===== src/rtl/pipelined_color_mapper.sv =====
// Maps per-pixel sim state (ant/sugar/nest flags plus NUM_CH pheromone signals) to 24-bit VGA RGB.
// Latency: fixed 3 cycles (S1 register, S2 intensity, S3 blend/overlay), 1 pixel per cycle.
// Backpressure: all stages advance only when out_ready=1, otherwise everything holds; in_ready = out_ready.
// Optional: define CMAP_ANT_BLINK_EN to make sugar-carrying ants blink on frame_cnt[BLINK_BIT].
module pipelined_color_mapper #(
  parameter int                   NUM_CH      = 2,
  parameter int                   SIG_W       = 16,
  parameter int                   DISP_MIN    = 8,
  parameter int                   SCALE_SHIFT = 1,
  parameter logic [NUM_CH*24-1:0] CH_TINT     = {24'h0000FF, 24'hFF0000},
  parameter logic [23:0]          BASE_RGB    = 24'h669900,
  parameter int                   BLINK_BIT   = 4
) (
  input  logic                    Clk,
  input  logic                    Reset,
  input  logic                    frame_start,
  input  logic                    in_valid,
  output logic                    in_ready,
  input  logic                    render_ant,
  input  logic                    ant_carrying,
  input  logic                    render_sugar,
  input  logic                    render_nest,
  input  logic [NUM_CH*SIG_W-1:0] render_signal,
  input  logic                    out_ready,
  output logic                    out_valid,
  output logic [7:0]              VGA_R,
  output logic [7:0]              VGA_G,
  output logic [7:0]              VGA_B,
  output logic [7:0]              frame_cnt
);

  localparam logic [SIG_W-1:0] DMIN = SIG_W'(DISP_MIN);
  localparam logic [SIG_W-1:0] ISAT = SIG_W'(255);

  logic adv;
  assign adv      = out_ready;
  assign in_ready = out_ready;

  // S1: capture flags and raw channel signals
  logic                    s1_vld, s1_ant, s1_carry, s1_sugar, s1_nest;
  logic [NUM_CH*SIG_W-1:0] s1_sig;

  // Stage 1 register: sample the pixel inputs whenever the pipe advances
  always_ff @(posedge Clk) begin
    if (Reset) begin
      s1_vld   <= 1'b0;
      s1_ant   <= 1'b0;
      s1_carry <= 1'b0;
      s1_sugar <= 1'b0;
      s1_nest  <= 1'b0;
      s1_sig   <= '0;
    end else if (adv) begin
      s1_vld   <= in_valid;
      s1_ant   <= render_ant;
      s1_carry <= ant_carrying;
      s1_sugar <= render_sugar;
      s1_nest  <= render_nest;
      s1_sig   <= render_signal;
    end
  end

  // Per-channel intensity: zero at or below the display floor, then scaled and clipped to 8 bits
  logic [NUM_CH*8-1:0] s1_int;
  for (genvar c = 0; c < NUM_CH; c++) begin : g_int
    logic [SIG_W-1:0] sig;
    logic [SIG_W-1:0] d;
    assign sig = s1_sig[c*SIG_W +: SIG_W];
    assign d   = (sig - DMIN) >> SCALE_SHIFT;
    assign s1_int[c*8 +: 8] = (sig <= DMIN) ? 8'd0 : ((d > ISAT) ? 8'hFF : d[7:0]);
  end

  // S2: intensities plus flags carried along
  logic                s2_vld, s2_ant, s2_carry, s2_sugar, s2_nest;
  logic [NUM_CH*8-1:0] s2_int;

  // Stage 2 register: hold computed intensities for the blend stage
  always_ff @(posedge Clk) begin
    if (Reset) begin
      s2_vld   <= 1'b0;
      s2_ant   <= 1'b0;
      s2_carry <= 1'b0;
      s2_sugar <= 1'b0;
      s2_nest  <= 1'b0;
      s2_int   <= '0;
    end else if (adv) begin
      s2_vld   <= s1_vld;
      s2_ant   <= s1_ant;
      s2_carry <= s1_carry;
      s2_sugar <= s1_sugar;
      s2_nest  <= s1_nest;
      s2_int   <= s1_int;
    end
  end

  // Blend: base colour plus each channel's tint scaled by its intensity, saturating per component
  logic [23:0] blend_rgb;
  logic [10:0] acc;
  logic [15:0] prod;
  always_comb begin
    blend_rgb = '0;
    acc       = '0;
    prod      = '0;
    for (int k = 0; k < 3; k++) begin
      acc = {3'b000, BASE_RGB[k*8 +: 8]};
      for (int c = 0; c < NUM_CH; c++) begin
        prod = 16'(s2_int[c*8 +: 8]) * 16'(CH_TINT[c*24 + k*8 +: 8]);
        acc  = acc + 11'(prod >> 8);
      end
      blend_rgb[k*8 +: 8] = (acc > 11'd255) ? 8'hFF : acc[7:0];
    end
  end

  // Ant colour; with blinking enabled a carrying ant follows the frame counter phase
  logic [23:0] ant_rgb;
`ifdef CMAP_ANT_BLINK_EN
  assign ant_rgb = (s2_carry && frame_cnt[BLINK_BIT]) ? 24'hFFFFFF : 24'h000000;
`else
  logic unused_blink;
  assign unused_blink = s2_carry ^ frame_cnt[BLINK_BIT];
  assign ant_rgb      = 24'h000000;
`endif

  // Overlay priority: ant, then sugar, then nest, then the blended signal colour
  logic [23:0] pix_rgb;
  always_comb begin
    pix_rgb = blend_rgb;
    if (s2_ant)        pix_rgb = ant_rgb;
    else if (s2_sugar) pix_rgb = 24'hFFFFFF;
    else if (s2_nest)  pix_rgb = 24'h8B4513;
  end

  // Stage 3 / output register: colour and valid held while downstream stalls
  always_ff @(posedge Clk) begin
    if (Reset) begin
      out_valid <= 1'b0;
      VGA_R     <= 8'd0;
      VGA_G     <= 8'd0;
      VGA_B     <= 8'd0;
    end else if (adv) begin
      out_valid <= s2_vld;
      VGA_R     <= pix_rgb[23:16];
      VGA_G     <= pix_rgb[15:8];
      VGA_B     <= pix_rgb[7:0];
    end
  end

  // Frame counter: free-running on frame_start pulses, ignores backpressure, wraps naturally
  always_ff @(posedge Clk) begin
    if (Reset)            frame_cnt <= 8'd0;
    else if (frame_start) frame_cnt <= frame_cnt + 8'd1;
  end

endmodule


===== config.mk =====
export PLATFORM = sky130hd
export DESIGN_NAME = pipelined_color_mapper
export DESIGN_NICKNAME = d
export VERILOG_FILES = /design/src/rtl/pipelined_color_mapper.sv
export SDC_FILE = /design/constraint.sdc
export NUM_CORES = 1
export LEC_CHECK = 0
export ABC_CLOCK_PERIOD_IN_PS = 5200
export BUFFER_PORTS_ARGS = -buffer_cell sky130_fd_sc_hd__buf_2
export CORE_MARGIN = 4
export CORE_UTILIZATION = 30
export CTS_CLUSTER_DIAMETER = 30
export DETAILED_ROUTE_END_ITERATION = 12
export GPL_ROUTABILITY_DRIVEN = 1
export GPL_TIMING_DRIVEN = 0
export PLACE_DENSITY = 0.53
export RECOVER_POWER = 25
export SLEW_MARGIN = 0
export SYNTH_ARGS = -nofsm -noshare
export SYNTH_HDL_FRONTEND = slang
export SYNTH_SLANG_ARGS = --single-unit

===== constraint.sdc =====
create_clock -name Clk -period 5.2 [get_ports Clk]
set_clock_uncertainty 0.15 [all_clocks]
set_input_delay 1.04 -clock Clk [delete_from_list [all_inputs] [get_ports Clk]]
set_output_delay 1.04 -clock Clk [all_outputs]
set_load 0.02 [all_outputs]

==> impl_summary.txt <==
----------------------------------------------------
[Status]
  Run status ... finished, final reports clean

[CTS]
  Maximum level of the CTS H-tree ... 3
  TritonCTS clock tree ... done
  Hold buffers post-CTS ... 0
  Num CTS Buffers ... 9
  Clock root buffer ... clkbuf_16
  Sinks on the clock net ... 85
  Clock-pin transition on the worst setup and hold timing paths ... 0.07 ns
  Insertion delay of the later-clocked pin in the worst-skew pair ... 0.35 ns
  CTS max path bufs ... 2

[Yosys]
  Share of the synthesized area in the top cell type ... 0.249
  Total standard cell area after synthesis ... 6840 um2
  Share of synthesized area occupied by flip-flops and latches ... 0.249
  Synthesized Nets ... 921
  Main area contributors after synthesis ... dfxtp_1 25%, fa_1 17%, ha_1 14%
  Synthesis Warnings ... 0
  Most instantiated flip-flop cell in the synthesis netlist ... dfxtp_1
  Cell count after synthesis ... 748
  Cell accounting for the most synthesized area ... dfxtp_1
  Mean instance size in the synthesized netlist ... 9.14 um2
  Count of different cell masters after synthesis ... 61
  Number of flip-flops and latches in the synthesized netlist ... 85
  Synth async-reset ratio ... 0
  Number of enable-type register cells in the synthesized netlist ... 0

[Power]
  Static leakage ... 3.83 nW
  Total power divided by cell area ... 635 nW/um2
  Max IR drop VDD ... 0.310 mV

[Routing]
  Number of antenna-violating nets in the routed design ... 0
  DRC Markers ... 0
  Iter 0 DRT Violations ... 209
  DR WL/cell ... 14.2 um
  1st-pass router iterations ... 4
  Post-DR vias/cell ... 4.73
  Overall routed net length ... 16000 um
  Number of vias after detailed routing ... 5323

[Worst setup path]
  CP endpoint kind ... register
  Buffers plus inverters on the worst setup path ... 3
  Critical setup path kind ... register to register
  Critical Path, Cell by Cell ... fa_2 > xor2_2 > ha_4 > fa_1 > inv_2 > fa_1 > inv_2 > ha_4 > a21o_1 > or4_4 > o22ai_4 > xnor2_4 > buf_6 > nor3_4 > nor4_2 > nor4b_2 > o32ai_1
  Gate family responsible for the most delay along the worst path ... adder cells
  Critical Path AT ... 5.14 ns
  Startpoint type of the worst setup path ... register
  Max FO, Critical Path ... 5
  CP max-delay cell ... fa_2
  Highest cell delay on the worst timing path ... 0.60 ns
  Required time reported for the critical path endpoint ... 5.25 ns

[Floorplanning]
  Height of the die ... 159 um
  Boundary Pins ... 75
  Initial core utilization ... 0.309
  Die area ... 25300 um2
  Core footprint ... 22100 um2
  Horizontal die dimension ... 159 um
  Placement row count ... 54

[Timing]
  Final setup fails ... 0
  Final hold viol count ... 0
  Setup WS post-layout ... 0.106 ns
  Total negative slack for setup checks ... 0 ns
  Max Fclk ... 196 MHz
  Worst Tran Pin Value ... 0.867 ns
  Fin crit share ... 0.980
  Slew margin rel. ... 0.418
  Max-slew violations ... 0
  Fin crit period ... 5.09 ns
  Setup repair after global routing missed its margin ... yes

[Placement]
  Quantity of I/O buffers inserted on ports ... 72
  Routability-driven placement congestion ratio ... 0.799
  Post-placement setup slack ... -0.385 ns
  DP HPWL ... 13000 um

[Finish]
  Most common cell after layout, fill and taps aside ... inv_1
  Share of cells above drive strength 1 ... 0.159
  Most frequent cells in the layout ... 108 x inv_1, 80 x nor2_1, 77 x dfxtp_1
  Seq. cell area ... 1730 um2
  Synthesis-to-layout area growth ... 18.9%
  Post-layout net count ... 1013
  Fill cell count ... 2260
  Multi-input gate area ... 4780 um2

[GRT]
  Largest net degree at the start of global routing ... 18
  Aggregate global routing overflow ... 0
  Global router's overall resource usage ... 0.126
  Global-route wire length before repair ... 26300 um
  Via count of the first global-routing pass ... 5234
  Initial antenna violation count ... 6

[Job]
  Max-capacitance violation count ... 0

[Min path]
  Worst hold path type ... register to register

----------------------------------------------------
==> registers in the layout (all words and copies together) (netlist names), 4 cells and up <==
register and cells:
VGA_G 4, s2_int 16, VGA_R 8, VGA_B 8
s1_sig 32, frame_cnt 8
==> cells in the mapped netlist, types with 2 or more instances <==
master	n
a22oi_1	2
o211ai_1	2
o21a_1	6
o32ai_1	5
xnor2_1	16
buf_2	2
dfxtp_1	85
o22ai_1	7
clkbuf_1	14
xor2_1	22
buf_1	8
a41o_1	4
a211oi_1	4
nand3_1	10
o21ai_0	10
nor4_1	3
nand4_1	7
o31ai_1	3
o2111a_1	2
and2_1	3
nand2_1	27
nand3b_1	2
o21bai_1	5
ha_1	75
and3_1	5
o211a_1	2
nor2_1	80
mux2i_1	43
or3_1	5
nor3b_1	4
nor3_1	21
or4_1	5
a21oi_1	46
fa_1	57
a21o_1	5
a31oi_1	5
o21ai_1	2
buf_4	5
or2_2	3
nand2b_1	2
inv_1	114
==> area by class of cell <==
| type | count | share of cell area |
|---|---|---|
| Timing Repair Buffer | 82 | 0.0505 |
| Multi-Input combinational cell | 520 | 0.588 |
| Tap cell | 280 | 0.0431 |
| Sequential cell | 85 | 0.213 |
| Buffer | 28 | 0.0159 |
| Clock buffer | 10 | 0.0294 |
| Antenna cell | 1 | 0.000308 |
| Clock inverter | 6 | 0.00708 |
| Inverter | 114 | 0.0530 |
==> power breakdown <==
part | total [mW] | switching, mW | leakage, nW | internal, mW
combinational | 3.71 | 1.99 | 2.97 | 1.72
clock | 0.638 | 0.287 | 0.148 | 0.350
sequential | 0.805 | 0.0750 | 0.705 | 0.730
==> worst reg2reg max path, stage by stage, from the launching register on <==
cell,delay (ns)
dfxtp_4,0.37
fa_2,0.60
xor2_2,0.19
ha_4,0.23
fa_1,0.49
inv_2,0.04
fa_1,0.54
inv_2,0.05
ha_4,0.23
a21o_1,0.19
or4_4,0.53
o22ai_4,0.26
xnor2_4,0.14
buf_6,0.14
nor3_4,0.23
nor4_2,0.07
nor4b_2,0.36
o32ai_1,0.14
==> what timing repair did <==
item                       4_1_cts  5_1_grt
pin swaps                        5       29
resized for setup               17       40
setup buffers                    3        7
gates cloned                     0        0
setup endpoints to repair        8        8
==> stage by stage <==
stage               instance area, um2  cells  hold WS [ns]  utilization  total power [mW]
detailed placement                7550   1100         0.321        0.342              3.86
finish                            8120   1126         0.331        0.368              5.16
floorplan                         6840    748         0.301            -              3.20
CTS                               7910   1118         0.331        0.358              4.65
global route                      8120   1126         0.367        0.368              5.69
global placement                  7550   1100         0.318        0.342              3.84
==> metal layers <==
| metal | share of wire | up-vias | GRT usage |
|---|---|---|---|
| met3 | 0.057 | 20 | 0.0388 |
| met4 | 0.013 | 10 | 0.0276 |
| met5 | 0.0035 | - | 0 |
| met2 | 0.41 | 102 | 0.185 |
| li1 | - | 2708 | - |
| met1 | 0.52 | 2483 | 0.183 |
==> final timing paths <==
check / cells past startpoint / from / slack [ns] / to
max: 17 / s2_int[0] / 0.11 / VGA_R[7]
min: 2 / VGA_B[4] / 0.33 / VGA_B[4]
max reg2reg: 17 / s2_int[0] / 0.11 / VGA_R[7]
min reg2reg: 2 / VGA_B[4] / 0.33 / VGA_B[4]
==> logic make-up after synthesis <==
kind of cell / Yosys count / synth area share
simple gates: 184 / 0.128
buf+inv: 143 / 0.0816
mux: 44 / 0.0646
compound gates: 121 / 0.121
xor+xnor: 39 / 0.0511
flops: 85 / 0.249
fa+ha+maj: 132 / 0.304
Note: power is estimated with default switching activity, not from simulation.
